`src/rtl/rf_pkg.sv`:
```
// Shared constants and types for the register-file write path.
package rf_pkg;

  localparam int RF_AW    = 4;
  localparam int RF_DW    = 32;
  localparam int RF_DEPTH = 1 << RF_AW;

  typedef logic [RF_AW-1:0] rf_addr_t;
  typedef logic [RF_DW-1:0] rf_data_t;

  // Fixed requester slots on the write port.
  localparam int REQ_LOAD = 0;
  localparam int REQ_DIV  = 1;
  localparam int REQ_WB   = 2;
  localparam int RF_NREQ  = 3;

endpackage

```
`src/rtl/rf_wr_arbiter_rr_pick.sv`:
```
// Combinational round-robin selector: one-hot grant plus encoded winner index.
// Shared by the write arbiter and future read-port schedulers.
module rr_pick
  import rf_pkg::*;
#(
  parameter int N  = RF_NREQ,
  parameter int IW = (N > 1) ? $clog2(N) : 1
) (
  input  logic [N-1:0]  req,
  input  logic [IW-1:0] ptr,
  input  logic          en,
  output logic [N-1:0]  gnt,
  output logic [IW-1:0] idx,
  output logic          found
);

  // Walk the requests starting at ptr, wrapping, and grant the first one seen.
  always_comb begin
    int j;
    gnt   = '0;
    idx   = '0;
    found = 1'b0;
    j     = 0;
    for (int k = 0; k < N; k++) begin
      j = (int'(ptr) + k) % N;
      if (en && !found && req[j]) begin
        gnt[j] = 1'b1;
        idx    = IW'(j);
        found  = 1'b1;
      end
    end
  end

endmodule

```
`src/rtl/rf_wr_arbiter.sv`:
```
// Round-robin arbiter for the single register-file write port, with a
// registered write stage and a "written since clear" scoreboard.
module rf_wr_arbiter
  import rf_pkg::*;
#(
  parameter int NREQ = RF_NREQ,
  parameter int AW   = RF_AW,
  parameter int DW   = RF_DW,
  localparam int GW  = (NREQ > 1) ? $clog2(NREQ) : 1
) (
  input  logic                  clk,
  input  logic                  rst_n,
  input  logic [NREQ-1:0]       req_valid,
  input  logic [NREQ*AW-1:0]    req_addr,
  input  logic [NREQ*DW-1:0]    req_data,
  output logic [NREQ-1:0]       req_ready,
  input  logic                  hold,
  input  logic                  sb_clr,
  output logic                  rf_we,
  output logic [AW-1:0]         rf_wa,
  output logic [DW-1:0]         rf_wd,
  output logic [(1<<AW)-1:0]    sb_valid,
  output logic [GW-1:0]         last_gnt,
  output logic                  busy
);

  localparam int DEPTH = 1 << AW;

  logic [GW-1:0]    ptr;
  logic [GW-1:0]    ptr_next;
  logic [GW-1:0]    pick_idx;
  logic [NREQ-1:0]  pick_gnt;
  logic             pick_found;
  logic [AW-1:0]    sel_addr;
  logic [DW-1:0]    sel_data;
  logic [DEPTH-1:0] sb_next;

  // Granting is suppressed during hold and while reset is asserted, so ready
  // drops immediately with rst_n rather than waiting for a clock.
  rr_pick #(
    .N  (NREQ),
    .IW (GW)
  ) u_pick (
    .req   (req_valid),
    .ptr   (ptr),
    .en    (~hold & rst_n),
    .gnt   (pick_gnt),
    .idx   (pick_idx),
    .found (pick_found)
  );

  assign req_ready = pick_gnt;
  assign busy      = rf_we | (|req_valid);

  // Steer the winner's address/data to the write stage and compute the next pointer.
  always_comb begin
    sel_addr = req_addr[int'(pick_idx)*AW +: AW];
    sel_data = req_data[int'(pick_idx)*DW +: DW];
    if (int'(pick_idx) == NREQ - 1) begin
      ptr_next = '0;
    end else begin
      ptr_next = pick_idx + GW'(1);
    end
  end

  // Register the accepted write; address/data hold when nothing is accepted.
  always_ff @(posedge clk or negedge rst_n) begin
    if (!rst_n) begin
      rf_we    <= 1'b0;
      rf_wa    <= '0;
      rf_wd    <= '0;
      last_gnt <= '0;
      ptr      <= '0;
    end else begin
      rf_we <= pick_found;
      if (pick_found) begin
        rf_wa    <= sel_addr;
        rf_wd    <= sel_data;
        last_gnt <= pick_idx;
        ptr      <= ptr_next;
      end
    end
  end

  // A clear and a write in the same cycle leave only the written bit set.
  always_comb begin
    sb_next = sb_clr ? '0 : sb_valid;
    if (rf_we) begin
      sb_next[rf_wa] = 1'b1;
    end
  end

  // Scoreboard bits update on the same edge the register file takes the write.
  always_ff @(posedge clk or negedge rst_n) begin
    if (!rst_n) begin
      sb_valid <= '0;
    end else begin
      sb_valid <= sb_next;
    end
  end

endmodule

```
`config.mk`:
```
export PLATFORM = sky130hd
export DESIGN_NAME = rf_wr_arbiter
export DESIGN_NICKNAME = d
export VERILOG_FILES = /design/src/rtl/rf_pkg.sv /design/src/rtl/rf_wr_arbiter_rr_pick.sv /design/src/rtl/rf_wr_arbiter.sv
export SDC_FILE = /design/constraint.sdc
export NUM_CORES = 1
export LEC_CHECK = 0
export CORE_AREA = 8 8 97 99
export DETAILED_ROUTE_END_ITERATION = 8
export DIE_AREA = 0 0 105 107
export GPL_ROUTABILITY_DRIVEN = 0
export MAX_ROUTING_LAYER = met4
export PLACE_DENSITY = 0.93
export SETUP_SLACK_MARGIN = 0.15
export SLEW_MARGIN = 20
export SYNTH_ARGS = -nofsm -noshare
export SYNTH_HDL_FRONTEND = slang
export SYNTH_SLANG_ARGS = --single-unit
export TNS_END_PERCENT = 20
```
`constraint.sdc`:
```
create_clock -name clk -period 3.8 [get_ports clk]
set_clock_uncertainty 0.1 [all_clocks]
set_input_delay 0.95 -clock clk [delete_from_list [all_inputs] [get_ports clk]]
set_output_delay 0.95 -clock clk [all_outputs]
set_load 0.005 [all_outputs]
```
; ---- Word-level counts from Yosys, hierarchy flattened
; Index checks and enable logic that the tools add are counted.
[word_totals]
regBits = 57
inputBits = 115
out_inout_bits = 59
word_cells = 70
[op_classes]
n_addsub = 3
n_div = 3
order_cmp = 8
eq_ne = 1
shift = 2
mux = 29
bitwise = 6
n_reduce_logical = 12
[ops]
columns = op, count
row1 = $ge 32x1->1 const B, 3
row2 = $lt 32x4->1 const B, 3
row3 = $shiftx 96x8->32, 1
row4 = $mod 32x3->32 const B, 2
row5 = $mod 3x3->32 const B, 1
row6 = $mux 16, 2
row7 = $or 16x16->16, 1
row8 = $mux 1, 13
row9 = $shiftx 12x5->4, 1
row10 = $logic_and 1x1->1, 9
row11 = $mux 3, 3
row12 = $mux 2, 4
row13 = $bmux 1 s2, 3
row14 = $demux 1 s2, 3
row15 = $or 3x3->3, 2
row16 = $lt 4x5->1 const B, 1
row17 = $demux 1 s4, 1
row18 = $ge 4x1->1 const B, 1
row19 = $add 2x1->3 const B, 1
row20 = $add 2x2->3 const B, 1
row21 = $reduce_or 3->1, 1
row22 = $add 2x1->2 const B, 1
row23 = $eq 2x2->1 const B, 1
row24 = $logic_not 1->1, 2
row25 = other kinds (3), 3

; ---- Depth between registers and ports, before layout
[depth]
ltp_word = 16
depth_mapped = 10
depth_no_buf = 8

; ---- Modules after synthesis
; Synthesis repeated with hierarchy kept, for this count alone.
[unflattened]
hier_cells = 318
area_unflattened_um2 = 3503.4
[modules_own_cells]
columns = mod, n_inst, cells_per_inst, area_each_um2, seq_area_each_um2
row1 = rf_wr_arbiter, 1, 278, 3171.8, 1426.4
row2 = rr_pick, 1, 40, 331.6, 0.0

; ---- Worst setup path before layout
; Ideal clock, no wire load.
[synth_path]
path_kind = input to output
from = input port req_valid[1]
to = output port req_ready[0]
arrival_ps = 2100
required_time_ps = 2750
slack_ps = 650
stages = 5
n_path_buf = 0
path_cell_list = mux2_2 > mux2_2 > nor4b_1 > nand2_1 > o21ai_0
[synth_between]
elab_chain_cells = 13
word_cells_on_any_way = 23
classes_between = 14 x mux / 2 x bitwise / 7 x reduce/logical
[synth_rtl]
columns = item, line_no
row1 = start: declaration, rf_wr_arbiter.sv:13  ; input logic [NREQ-1:0] req_valid,
row2 = $bmux 1 s2, rf_wr_arbiter_rr_pick.sv:26  ; if (en && !found && req[j]) begin
row3 = $mux 1 (not written as such) (2 in series), rf_wr_arbiter_rr_pick.sv:26
row4 = $logic_and 1x1->1, rf_wr_arbiter_rr_pick.sv:26
row5 = $mux 1, rf_wr_arbiter_rr_pick.sv:26
row6 = $logic_not 1->1, rf_wr_arbiter_rr_pick.sv:26
row7 = $logic_and 1x1->1 (2 in series), rf_wr_arbiter_rr_pick.sv:26
row8 = $mux 1, rf_wr_arbiter_rr_pick.sv:26
row9 = $logic_not 1->1, rf_wr_arbiter_rr_pick.sv:26
row10 = $logic_and 1x1->1 (2 in series), rf_wr_arbiter_rr_pick.sv:26
row11 = $mux 3 (*), rf_wr_arbiter_rr_pick.sv:26
row12 = end: declaration, rf_wr_arbiter.sv:16  ; output logic [NREQ-1:0] req_ready,
; Every way passes the cells marked *; elsewhere a longest branch is shown, timed or not. The select of a mux whose other input is x is not followed.

; ---- Worst setup path in the final report
[layout_path]
from = input port req_valid[0]
to = output port req_ready[0]
; Same word-level chain as after synthesis.

==> results_dict.tcl <==
set metrics [dict create \
    fin_area_um2 5390 \
    worstPathMaxFanout 2 \
    drt_iter0_markers 139 \
    yosys_warn_count 0 \
    synth.ff_latch_count 57 \
    cp_startpoint "req_valid[0]" \
    final_nets 622 \
    grt-busiest-layer "met2" \
    report.final.setup_viol 0 \
    synth_fp_nets 438 \
    leakagePower_nw 2.10 \
    finalCritPeriodShare 0.945 \
    vias_in_the_first_global_route 3561 \
    p_per_area_nw_per_um2 616 \
    area_delta_synth_final_pct 64.9 \
    final_hold_viol_count 0 \
    run_status "complete, no violations" \
    synth_area_in_simple_gates 0.103 \
    preCtsSetupSlack_ns -0.357 \
    endpoint "req_ready[0]" \
    floorplan.io_pins 174 \
    timing.critical_path.from_type "input pin" \
    fp.dieArea_um2 11200 \
    clockRootBuffer "sky130_fd_sc_hd__clkbuf_8" \
    placement.cell_area_um2 5120 \
    die_w_um 105 \
    arrival_worst_endpoint_ns 2.54 \
    synth_top_area_frac 0.436 \
    post-route-drc-count 0 \
    number_of_stages_on_the_worst_setup_path 9 \
    count_of_buffers_from_port_buffering 173 \
    final_antenna_net_count 0 \
    critPathBufInv 4 \
    timing.setup.tns_ns 0 \
    cts_max_path_buffers 2 \
    core.rowCount 33 \
    synth_cell_types 43 \
    postSynth.asyncResetShare 1.00 \
    postRouteWirelength_mm 11.5 \
    post_drt_via_cell_ratio 5.30 \
    r2r-end "rf_wd[3]" \
    crit_family "buffers and inverters" \
    worst-slew-pin-transition_ns 0.722 \
    layout.core_utilization 0.680 \
    worst_setup_hold_path_clk_slew_ns 0.07 \
    final_critical_path_setup_slack_ns 0.208 \
    cts_num_sinks 57 \
    first_pass_iters 4 \
    cp-end-kind "output port" \
    cts_max_level 3 \
    synth.largest_area_cell "sky130_fd_sc_hd__dfrtp_1" \
    post_synthesis_adder_cell_area_fraction 0.0153 \
    grt_antenna_before_repair 0 \
    synth.most_common_cell "sky130_fd_sc_hd__dfrtp_1" \
    crit_path_cell_trace "clkdlybuf4s15_1 -> mux2_4 -> mux2_4 -> nor4b_4 -> buf_4 -> buf_4 -> nand2_1 -> o21ai_1 -> buf_2" \
    cpPeakStageDelay_ns 0.30 \
    post-place-cells 594 \
    grt_overflow_total 0 \
    synth_compound_gate_area_share 0.241 \
    global_route.usage.met2 0.343 \
    reg2reg_depth 10 \
    timing.final.max_slew_violations 0 \
    finalNonFillerCells 614 \
    relSlewSlack 0.519 \
    grtUsageTotal 0.207 \
    rsz0062_at_grt "false" \
    cts_made_buffers 9 \
    post_drt_wl_per_cell_um 18.7 \
    holdCritPathClass "register to register" \
    max_capacitance_violation_total 0 \
    grt_use_met3 0.0756 \
    cts_tree "yes" \
    cts.hold.buffers_added 0 \
    grt_pass1_wl_mm 18.0 \
    regToRegStartpoint "ptr[1]" \
    global_route.usage.met1 0.221 \
    syn_area_um2 3270 \
    worst_skew_pair.late_latency_ns 0.32 \
    timing.fmax_mhz 278 \
    timing.reg2reg.setup_slack_ns 0.98 \
    synth_ff_type "sky130_fd_sc_hd__dfrtp_1" \
    critical_path.slowest_cell "sky130_fd_sc_hd__mux2_4" \
    fp.coreArea_um2 7930 \
    number_of_enable_flip_flop_cells_after_synthesis 0 \
    post_synthesis_cell_count 319 \
    start_util 0.412 \
    total_power_mw 3.32 \
    postSynthAreaPerCell_um2 10.2 \
    synth_seq_area_share 0.436 \
    worst-endpoint-required_ns 2.75 \
    dieHeight_um 107 \
    yosys-top-cells-area "sky130_fd_sc_hd__dfrtp_1, sky130_fd_sc_hd__mux2i_1, sky130_fd_sc_hd__a211oi_2, sky130_fd_sc_hd__a21oi_1, sky130_fd_sc_hd__nor2_1" \
    detailroute.via_count 3255 \
    synth.mux.area_fraction 0.127 \
    place_hpwl_mm 8.80 \
    worstSetupPathType "input pin to output port" \
    layout-drive-gt1-share 0.156 \
    grt_start_max_net_pins 58 \
    hold_slack_ns 0.382 \
    post-route-min-period_ns 3.59 \
    fraction_of_synthesized_cell_area_in_xor_and_xnor_cells 0 \
    synth_top_family_by_area "compound AO/OA/AOI/OAI gates" \
    synthTopCellsByCount "sky130_fd_sc_hd__dfrtp_1, sky130_fd_sc_hd__mux2i_1, sky130_fd_sc_hd__nor2_1" \
    worst_ir_drop_vdd_mv 0.302 \
]
[cells by family after synthesis]
| family | count (synthesis) |
|---|---|
| buf+inv | 44 |
| simple gates | 69 |
| flops | 57 |
| fa+ha+maj | 4 |
| compound gates | 104 |
| mux | 41 |
[power by group]
| group | total, mW | internal, mW | switching [mW] |
|---|---|---|---|
| sequential | 1.02 | 0.849 | 0.169 |
| combinational | 1.66 | 0.937 | 0.720 |
| clock | 0.644 | 0.403 | 0.241 |
| total | 3.32 | 2.19 | 1.13 |
[cell type report]
type                            count  area, um^2
Inverter                           22        82.6
Multi-Input combinational cell    218        1620
Antenna cell                        1        2.50
Tap cell                          105         131
Clock buffer                       11         151
Sequential cell                    57        1430
Clock inverter                      5        77.6
Timing Repair Buffer              195        1900
Fill cell                         602        2540
[worst register-to-register path: stages, from the launching register on]
cell                       delay (ns)
sky130_fd_sc_hd__dfrtp_1         0.40
sky130_fd_sc_hd__inv_1           0.11
sky130_fd_sc_hd__ha_2            0.24
sky130_fd_sc_hd__mux2_4          0.33
sky130_fd_sc_hd__buf_4           0.13
sky130_fd_sc_hd__buf_4           0.13
sky130_fd_sc_hd__a22oi_2         0.21
sky130_fd_sc_hd__o32a_2          0.18
sky130_fd_sc_hd__buf_4           0.35
sky130_fd_sc_hd__nand3_1         0.33
sky130_fd_sc_hd__o211ai_1        0.24
[repair_timing]
item                       4_1_cts  5_1_grt
resized for setup               15        6
setup endpoints to repair        3        3
hold endpoints to repair         0        0
cloned                           0        0
setup buffers                    1        2
pin swaps                        2        1
[flip-flops by register name, indices dropped and copies added (netlist names)]
name      count
rf_wd        32
sb_valid     16
rf_we         1
last_gnt      2
ptr           2
rf_wa         4
[layer usage]
layer,vias up,share of wire
met3,22,0.075
li1,1520,-
met5,-,0
met1,1554,0.41
met4,0,0.025
met2,159,0.49
[how the worst min path moves through the flow]
stage                           start          end  cells past startpoint
after floorplan           last_gnt[1]  last_gnt[1]                      1
after global placement    last_gnt[1]  last_gnt[1]                      1
after detailed placement  last_gnt[1]  last_gnt[1]                      1
after CTS                 last_gnt[1]  last_gnt[1]                      1
after global routing      last_gnt[1]  last_gnt[1]                      1
final                     last_gnt[1]  last_gnt[1]                      1
[cells in the final DEF (no fill, tap or decap), drive strengths merged, types with 2 or more instances in the layout]
cell type | Yosys | layout
nand3 | 3 | 3
clkdlybuf4s15 | 0 | 2
a21oi | 32 | 32
mux2 | 3 | 3
nand3b | 3 | 3
buf | 17 | 25
clkbuf | 5 | 11
nand2 | 12 | 12
clkinv | 0 | 2
inv | 22 | 22
ha | 4 | 4
or2 | 2 | 2
clkdlybuf4s50 | 0 | 166
mux2i | 38 | 38
dfrtp | 57 | 57
o22ai | 17 | 17
o211ai | 6 | 6
o21ai | 9 | 9
nor3 | 2 | 2
a22oi | 3 | 3
nor2b | 2 | 2
nand2b | 3 | 3
a211oi | 32 | 32
nor2 | 35 | 35
bufinv | 0 | 2
No activity file was read; power rests on OpenSTA's default activity.
